--- src/rtl/data_path_param_pkg.sv ---
// Shared definitions for the parametrised accumulator data path.
// Holds the control-line indices for the one-hot control vector, the ALU
// operation codes and the packed flag-register type. No ports.
package data_path_param_pkg;

    // Control-line indices into control[0:DP_CTRL_LINES-1]
    localparam int DP_CTRL_LINES = 15;
    localparam int INIT_PC   = 0;
    localparam int INC_PC    = 1;
    localparam int PC_REG    = 2;
    localparam int PC_IR     = 3;
    localparam int IR_RBUS   = 4;
    localparam int REG_RBUS  = 5;
    localparam int REG_ACC   = 6;
    localparam int ACC_RBUS  = 7;
    localparam int ACC_ALU   = 8;
    localparam int FLAGS_CLR = 9;
    localparam int ABUS_PC   = 10;
    localparam int ABUS_IR   = 11;
    localparam int ABUS_REG  = 12;
    localparam int WBUS_ACC  = 13;
    localparam int WBUS_REG  = 14;

    // ALU operation codes; unlisted codes act as PASS_B
    localparam logic [3:0] ALU_PASS_B = 4'd0;
    localparam logic [3:0] ALU_ADD    = 4'd1;
    localparam logic [3:0] ALU_SUB    = 4'd2;
    localparam logic [3:0] ALU_AND    = 4'd3;
    localparam logic [3:0] ALU_OR     = 4'd4;
    localparam logic [3:0] ALU_XOR    = 4'd5;
    localparam logic [3:0] ALU_NOT_A  = 4'd6;
    localparam logic [3:0] ALU_SHL_A  = 4'd7;
    localparam logic [3:0] ALU_SHR_A  = 4'd8;

    typedef struct packed {
        logic z;
        logic n;
        logic c;
        logic v;
    } flags_t;

endpackage

--- src/rtl/data_path_param_alu.sv ---
// Combinational ALU for the data path: result plus carry and overflow.
// Ports: op (4-bit code), a (ACC), b (selected register) in;
//        result, c, v out. Zero and negative are derived by the parent.
module alu_param
    import data_path_param_pkg::*;
#(
    parameter int DATA_W = 16
) (
    input  logic [3:0]        op,
    input  logic [DATA_W-1:0] a,
    input  logic [DATA_W-1:0] b,
    output logic [DATA_W-1:0] result,
    output logic              c,
    output logic              v
);

    localparam int MSB = DATA_W - 1;

    always_comb begin
        result = b;
        c      = 1'b0;
        v      = 1'b0;
        case (op)
            ALU_ADD: begin
                {c, result} = {1'b0, a} + {1'b0, b};
                // overflow: like-signed operands produce an opposite-signed sum
                v = (a[MSB] == b[MSB]) && (result[MSB] != a[MSB]);
            end
            ALU_SUB: begin
                result = a - b;
                // carry means "no borrow"
                c = (a >= b);
                v = (a[MSB] != b[MSB]) && (result[MSB] != a[MSB]);
            end
            ALU_AND:   result = a & b;
            ALU_OR:    result = a | b;
            ALU_XOR:   result = a ^ b;
            ALU_NOT_A: result = ~a;
            ALU_SHL_A: begin
                result = {a[MSB-1:0], 1'b0};
                c      = a[MSB];
            end
            ALU_SHR_A: begin
                result = {1'b0, a[MSB:1]};
                c      = a[0];
            end
            default:   result = b;
        endcase
    end

endmodule

--- src/rtl/data_path_param.sv ---
// Parametrised accumulator data path: PC, IR, ACC, register file, ALU, flags.
// Ports: clk/rst; control one-hot lines, alu_op, reg_sel from the sequencer;
//        int_rbus in, int_wbus/int_abus out; IR opcode/operand and Z/N/C/V out.
module data_path_param
    import data_path_param_pkg::*;
#(
    parameter int DATA_W = 16,
    parameter int ADDR_W = 12,
    parameter int OPC_W  = 4,
    parameter int NREG   = 4,
    parameter int RST_PC = 0
) (
    input  logic                    clk,
    input  logic                    rst,
    input  logic [0:DP_CTRL_LINES-1] control,
    input  logic [3:0]              alu_op,
    input  logic [$clog2(NREG)-1:0] reg_sel,
    output logic [OPC_W-1:0]        IR,
    output logic [ADDR_W-1:0]       IR_operand,
    input  logic [DATA_W-1:0]       int_rbus,
    output logic [DATA_W-1:0]       int_wbus,
    output logic [ADDR_W-1:0]       int_abus,
    output logic                    Z,
    output logic                    N,
    output logic                    C,
    output logic                    V
);

    localparam logic [ADDR_W-1:0] RST_PC_V = RST_PC[ADDR_W-1:0];

    logic [ADDR_W-1:0] pc;
    logic [DATA_W-1:0] ir;
    logic [DATA_W-1:0] acc;
    logic [DATA_W-1:0] regs [NREG];
    flags_t            flags;

    logic [DATA_W-1:0] reg_q;
    logic [DATA_W-1:0] alu_res;
    logic              alu_c;
    logic              alu_v;
    logic              alu_load;

    assign reg_q = regs[reg_sel];

    alu_param #(.DATA_W(DATA_W)) u_alu (
        .op     (alu_op),
        .a      (acc),
        .b      (reg_q),
        .result (alu_res),
        .c      (alu_c),
        .v      (alu_v)
    );

    // ACC_RBUS wins the ACC, so the ALU result (and its flags) is only
    // committed when the bus load is not also requested.
    assign alu_load = control[ACC_ALU] && !control[ACC_RBUS];

    always_ff @(posedge clk or posedge rst) begin
        if (rst) begin
            pc    <= RST_PC_V;
            ir    <= '0;
            acc   <= '0;
            flags <= '0;
            for (int i = 0; i < NREG; i++) begin
                regs[i] <= '0;
            end
        end else begin
            if (control[INIT_PC])
                pc <= RST_PC_V;
            else if (control[PC_IR])
                pc <= ir[ADDR_W-1:0];
            else if (control[PC_REG])
                pc <= reg_q[ADDR_W-1:0];
            else if (control[INC_PC])
                pc <= pc + ADDR_W'(1);

            if (control[IR_RBUS])
                ir <= int_rbus;

            if (control[REG_RBUS])
                regs[reg_sel] <= int_rbus;
            else if (control[REG_ACC])
                regs[reg_sel] <= acc;

            if (control[ACC_RBUS])
                acc <= int_rbus;
            else if (control[ACC_ALU])
                acc <= alu_res;

            if (control[FLAGS_CLR])
                flags <= '0;
            else if (alu_load)
                flags <= '{z: (alu_res == '0), n: alu_res[DATA_W-1], c: alu_c, v: alu_v};
        end
    end

    always_comb begin
        if (control[ABUS_PC])
            int_abus = pc;
        else if (control[ABUS_IR])
            int_abus = ir[ADDR_W-1:0];
        else if (control[ABUS_REG])
            int_abus = reg_q[ADDR_W-1:0];
        else
            int_abus = '0;
    end

    always_comb begin
        if (control[WBUS_ACC])
            int_wbus = acc;
        else if (control[WBUS_REG])
            int_wbus = reg_q;
        else
            int_wbus = '0;
    end

    assign IR         = ir[DATA_W-1 -: OPC_W];
    assign IR_operand = ir[ADDR_W-1:0];
    assign Z          = flags.z;
    assign N          = flags.n;
    assign C          = flags.c;
    assign V          = flags.v;

endmodule
--- config.mk ---
export PLATFORM = sky130hd
export DESIGN_NAME = data_path_param
export DESIGN_NICKNAME = d
export VERILOG_FILES = /design/src/rtl/data_path_param_pkg.sv /design/src/rtl/data_path_param_alu.sv /design/src/rtl/data_path_param.sv
export SDC_FILE = /design/constraint.sdc
export NUM_CORES = 1
export LEC_CHECK = 0
export CAP_MARGIN = 20
export CORE_ASPECT_RATIO = 0.5
export CORE_MARGIN = 5
export CORE_UTILIZATION = 59
export CTS_CLUSTER_DIAMETER = 100
export CTS_CLUSTER_SIZE = 28
export DETAILED_ROUTE_END_ITERATION = 7
export PLACE_DENSITY_LB_ADDON = 0.2
export RECOVER_POWER = 25
export SYNTH_ARGS = -nofsm -noshare
export SYNTH_HDL_FRONTEND = slang
export SYNTH_HIERARCHICAL = 1
export SYNTH_SLANG_ARGS = --single-unit
--- constraint.sdc ---
create_clock -name clk -period 3.87 [get_ports clk]
set_input_delay 0.5805 -clock clk [delete_from_list [all_inputs] [get_ports clk]]
set_output_delay 0.5805 -clock clk [all_outputs]
set_load 0.01 [all_outputs]
Yosys cells after proc, flatten, opt, wreduce, memory -nomap -nowiden:

Index checks and enable logic that the tools add are counted.

* bits in registers: 112
* bits of input ports: 39
* word-level logic and storage cells: 69

* add/subtract/negate cells: 3
* magnitude comparators: 3
* equality and inequality tests: 12
* muxes and demuxes: 25
* bitwise operators: 5
* reduce and logical (&&, ||, !) cells: 10

Operator list (count)
* $bwmux 64: 2
* $mux 64: 2
* $pmux 16 s8: 1
* $mux 16: 7
* $mux 12: 7
* $bmux 16 s2: 1
* $demux 16 s2: 1
* $add 16x16->17: 1
* $and 16x16->16: 1
* $eq 4x3->1 const B: 4
* $ge 16x16->1: 1
* $logic_not 16->1: 1
* $not 16->16: 1
* $or 16x16->16: 1
* $sub 16x16->16: 1
* $xor 16x16->16: 1
* $add 12x1->12 const B: 1
* $eq 4x2->1 const B: 2
* $mux 4: 2
* $reduce_bool 2->1: 3
* $eq 4x1->1 const B: 1
* $eq 4x4->1 const B: 1
* $logic_and 1x1->1: 4
* $pmux 1 s4: 1
* 8 further kinds: 10

Logic depth before layout (Yosys ltp):

* word-level depth: 10
* mapped depth: 19

Modules after synthesis:

Netlist, hierarchy kept.

By module, submodules not included
* data_path_param: times used 1, cells an instance 552, area an instance 5665.4 µm²
* alu_param: times used 1, cells an instance 502, area an instance 3408.3 µm²

Least setup slack after synthesis:

OpenSTA, ideal clock, no wires.

* kind: input to register
* start point: input reg_sel[0]
* end point: register flags (netlist bit Z)
* library setup time: 0.071 ns
* data arrival time: 3.760 ns
* required time: 3.799 ns
* slack: 0.039 ns
* stages: 16
* path buffers: 2
* path through: buf_6 buf_12 mux4_2 inv_1 ha_1 o21bai_1 a221oi_1 nor3b_1 o31a_1 a21oi_1 o21ai_0 a221o_1 nor4_1 nand4_1 o21a_1 nor2_1

* longest elaborated chain between the ends: 9
* elaborated cells on any way between the ends: 13

RTL lines
* start, declared: RTL line data_path_param.sv:17 `input logic [$clog2(NREG)-1:0] reg_sel,`
* $not 2->3 (not written as such) (*): RTL line data_path_param.sv:43 `assign reg_q = regs[reg_sel];`
* $bmux 16 s2 (*): RTL line data_path_param.sv:43
* $mux 16 (not written as such) (*) (2 in series): RTL line data_path_param.sv:43
* net reg_q[1]: RTL line data_path_param.sv:37 `logic [DATA_W-1:0] reg_q;`
* $sub 16x16->16 / $add 16x16->17 (equally long branches): RTL line data_path_param_alu.sv:30, data_path_param_alu.sv:25
* $pmux 16 s8 (*): RTL line data_path_param_alu.sv:23 `case (op)`
* net alu_res[11]: RTL line data_path_param.sv:38 `logic [DATA_W-1:0] alu_res;`
* $logic_not 16->1 (*): RTL line data_path_param.sv:93 `flags <= '{z: (alu_res == '0), n: alu_res[DATA_W-1], c: alu_c, v: alu_v};`
* $mux 4 (*): RTL line data_path_param.sv:92 `else if (alu_load)`
* $mux 4 (*): RTL line data_path_param.sv:90 `if (control[FLAGS_CLR])`
* end signal, assigned: RTL line data_path_param.sv:93
* end, declared: RTL line data_path_param.sv:35 `flags_t flags;`

The timed path passes the listed nets; every way through them passes the cells marked *. The select of a mux whose other input is x is not followed.
A chain may end at the register's enable or synchronous reset.

Worst setup path in the final report:

Ends and elaborated chain as after synthesis.

==> run summary <==
For this run, the number of standard cells in the final layout without fillers is 1480. The initial utilization of the core area, before any placement, comes to 59.48%. Summing the areas of all xor and xnor instances in the mapped netlist gives 0.9515% of the synthesized area. The standby leakage power is 0.005285 uW.

The clock passes through at most 2 buffers. The clock sink total was 112. Nature of the critical path endpoint: a register. The share of Yosys cell area claimed by the top area cell type is 30.89%. The synthesized design spends more area on one cell type than any other, namely dfrtp_1. The compound-cell area share of the yosys netlist is 26.90%. Summing the areas of all and, or, nand and nor instances in the mapped netlist gives 14.49% of the synthesized area. Measured against its own limit, the worst slew margin works out to -42.30%.

The run gives 9 as the TritonCTS buffer count. For the post-synth design cell area, the log shows 9074 um^2. In this run, the combinational gates consume 56.9% of the power.

The number of cells produced by synthesis came out at 1054. Setup violations remaining at the end of the flow were counted as 0. The clock transition at the register clock pins on the worst setup and hold paths after CTS works out to 0.08 ns.

In the synthesized netlist the dominant register cell turns out to be dfrtp_1. On the final layout, the worst clock skew is 0.01232 ns. The length of the first detailed-routing pass in iterations is 6, and the count of flip-flops with a built-in enable after synthesis is 0. The largest family of logic cells by synthesized area is compound AO/OA/AOI/OAI gates. In the routed layout, each cell is associated on average with a via count of 6.745. Data on the critical path is required at its endpoint by 4.15 ns.

In this run the power spent charging and discharging nets is 2430 uW. Aggregate negative setup slack: 0 ns. The worst setup path is of the input port to register kind.

The number of hold-slack violations in the final timing report is 0. The initial antenna violation count was 1; the sequential element share of the synthesized area was 30.89%. For this design, the CTS-stage hold fixing added 0 buffers. The floorplan step set the die width to 185.4 um. After detailed routing, the average wire length per cell comes to 24.27 um. The via count of the first global-routing pass was 9614; the internal power contribution was 3419 uW. Power spread over the standard cell area amounts to 489.1 nW/um^2. The synthesized netlist contains 83 unique library cells. The detailed router finished its first iteration with 1432 violations.

The Yosys step of the flow raised 6 warnings. Synthesis produced a netlist with a net count of 1150. The number of top-level pins came out at 87. Relative to the synthesized area, the layout overhead comes to 31.78%.

Timing would allow up to 0.2640 GHz. The final layout contains routed wiring with a total length of 35.92 mm. The floorplan step defined a core boundary enclosing 15250 um^2. The clock reaches the later pin of the worst-skew pair after 0.36 ns. The clock tree synthesis step divided the H-tree into 3 levels. The final-layout worst hold slack was 0.4890 ns. The flow ran to the end, but the final reports show violations. Mean cell area of the mapped netlist: 8.609 um^2.

Switching power as a share of total power: 41.55%. The adder-cell share of the synthesized area is 8.025%, and the sum of overflow across all layers after global routing is 0. The root buffer cell chosen for the clock tree is clkbuf_16. The path type of the worst min-delay path is register to register.

Port buffering added 86 buffers. For the count of placed standard cells including taps, the log shows 1449. The multiplexer share of the synthesized area came out at 12.04%. The detail route stage leaves a number of antenna-violating nets equal to 0. The share of flip-flops with an asynchronous set or reset is 100.0%, and the HPWL after detailed placement is 26.33 mm. The final reports fail on capacitance limit, slew limit. The final route contains 9982 vias. The shortest clock period the worst path allows after layout was 3.788 ns; the die extent in y was 97.69 um.

IR analysis of the VDD net gives a maximum drop of 0.4031 mV. For the pin with the worst max-slew slack, the measured transition is 2.132 ns. The repair_antennas step left the layout with diodes totalling 0. The run gives 1.075 as the weighted congestion at the end of routability-driven global placement. By area the synthesized netlist is led by dfrtp_1 31%, ha_1 7.6%, mux2i_1 6.0%, o21ai_0 5.3%, nand2_1 4.4%.

Cells with a size suffix above 1 make up 24.76% of the layout. The logs give 56 for the number of slew-limit violations in the final report and 59 for the largest net degree at the start of global routing. In the final design database the tool counted 1367 nets. The first-pass GRT wire length was 55.69 mm; the power share of the clock group was 16.8%. In the finished design, the share of the clock period the worst path needs comes to 97.88%. Row generation in the floorplan step produced 32 rows. The floorplan die area was 18110 um^2; the max-capacitance violation count was 1. Per report_power, the sequential group accounts for 26.3% of the total. In the global route stage, overall resource usage came out at 39.55%. The final routed DRC violation total was 0. The number of storage elements in the synthesis netlist was 112. TritonCTS built the clock tree. For the data arrival at the endpoint of the critical path, the log shows 4.07 ns.

Nature of the critical path startpoint: an input port. The maximum fanout encountered on the critical timing path was 5.
worst max-delay path, cell delays in order:
cell and delay (ns):
buf_4 0.13, buf_12 0.13, mux4_2 0.63, ha_4 0.22
inv_2 0.05, fa_2 0.23, nor2b_4 0.05, o31a_1 0.34
o21ai_2 0.20, o31ai_4 0.08, buf_4 0.15, a211oi_2 0.24
mux2i_1 0.12, o211a_1 0.17, nor4_4 0.33, nand4_1 0.13
o21a_1 0.19, nor2_1 0.09
area by class of cell:
type,instances,area (um^2)
timing repair buffer,282,2415
tap,204,255.2
multi-input combinational,804,5939
sequential,112,2803
inverter,62,232.7
fill,1060,3297
clock inverter,6,83.83
clock buffer,10,229.0
per-stage QoR:
step | setup slack (ns) | util (%) | power, uW | cell area (um^2)
floorplan | 0.03886 | - | 3015 | 9074
global placement | -0.7722 | 73.72 | 4366 | 11250
detailed placement | -0.7995 | 73.72 | 4450 | 11250
CTS | 0.01557 | 77.54 | 5594 | 11830
global route | -0.04358 | 78.39 | 6112 | 11960
finish | 0.08223 | 78.39 | 5849 | 11960
synth_stat cells (15+ instances only):
library cell / number
a21oi_1: 73
a22o_1: 16
a22oi_1: 16
buf_2: 28
clkbuf_1: 40
dfrtp_1: 112
ha_1: 55
inv_1: 60
mux2_2: 17
mux2i_1: 54
mux4_2: 15
nand2_1: 106
nand3_1: 15
nor2_1: 86
nor3_1: 16
o21ai_0: 96
o22ai_1: 15
cells in the final DEF, fill, tap and decap left out, types with 7 or more instances in the layout:
cell type / Yosys / routed
a21o_1: 7 / 7
a21oi_1: 73 / 71
a221oi_1: 11 / 10
a22o_1: 16 / 16
a22oi_1: 16 / 14
a31oi_1: 9 / 8
a32oi_1: 9 / 9
buf_4: 2 / 190
clkbuf_16: 0 / 9
clkdlybuf4s50_1: 0 / 82
dfrtp_1: 112 / 112
ha_1: 55 / 48
inv_1: 60 / 55
inv_2: 2 / 7
mux2_2: 17 / 17
mux2i_1: 54 / 50
mux4_2: 15 / 15
nand2_1: 106 / 106
nand2b_1: 11 / 11
nand3_1: 15 / 15
nand4_1: 10 / 10
nor2_1: 86 / 85
nor2b_1: 13 / 13
nor3_1: 16 / 12
o211ai_1: 7 / 7
o21a_1: 8 / 8
o21ai_0: 96 / 92
o21ai_1: 13 / 14
o22ai_1: 15 / 15
xnor2_1: 7 / 7
power by group through the flow:
| stage | clock network (uW) | registers [uW] | logic, uW |
|---|---|---|---|
| 2_1_floorplan | 0 | 1500 | 1510 |
| 3_3_place_gp | 0 | 1520 | 2840 |
| 3_5_place_dp | 0 | 1540 | 2910 |
| 4_1_cts | 992 | 1520 | 3080 |
| 5_1_grt | 1050 | 1550 | 3500 |
| 6_report | 985 | 1540 | 3330 |
path summary, 6_finish.rpt:
path	end	startpoint	slack, ns	cells past startpoint
min in group asynchronous	regs[36]	rst	1.37	2
worst max-delay path	Z	reg_sel[0]	0.08	18
max in group asynchronous	regs[63]	rst	0.64	3
worst min-delay path	regs[13]	regs[13]	0.49	2
worst max register to register	Z	regs[0]	0.17	16
worst min register to register	regs[13]	regs[13]	0.49	2
registers in the layout, indices dropped and copies added, names as in the netlist:
register  count
regs         64
acc          16
ir           16
pc           12
C             1
N             1
V             1
Z             1
layer usage:
metal	global-route usage (%)	wire [um]	part of all wire, %
met3	12.53	4806	13
met1	56.40	14610	41
met5	0	11	0.031
met4	10.71	1054	2.9
met2	58.14	15440	43
what timing repair did:
action / 4_1_cts / 5_1_grt
cloned: 2 / 0
setup endpoints to repair: 11 / 7
resized for setup: 39 / 31
setup buffers: 8 / 4
endpoints found under the hold margin: 0 / 0
pin swaps: 9 / 17
cells by family (layout without fill, tap and decap cells):
family                     Yosys count  after routing
AOI/OAI and AO/OA                  364            364
and+or+nand+nor                    286            286
buffers and inverters              138            360
DFF                                112            112
muxes                               88             88
adders and majority gates           57             57
xor gates and xnor gates             9              9
Power figures use the tool's default switching activity.
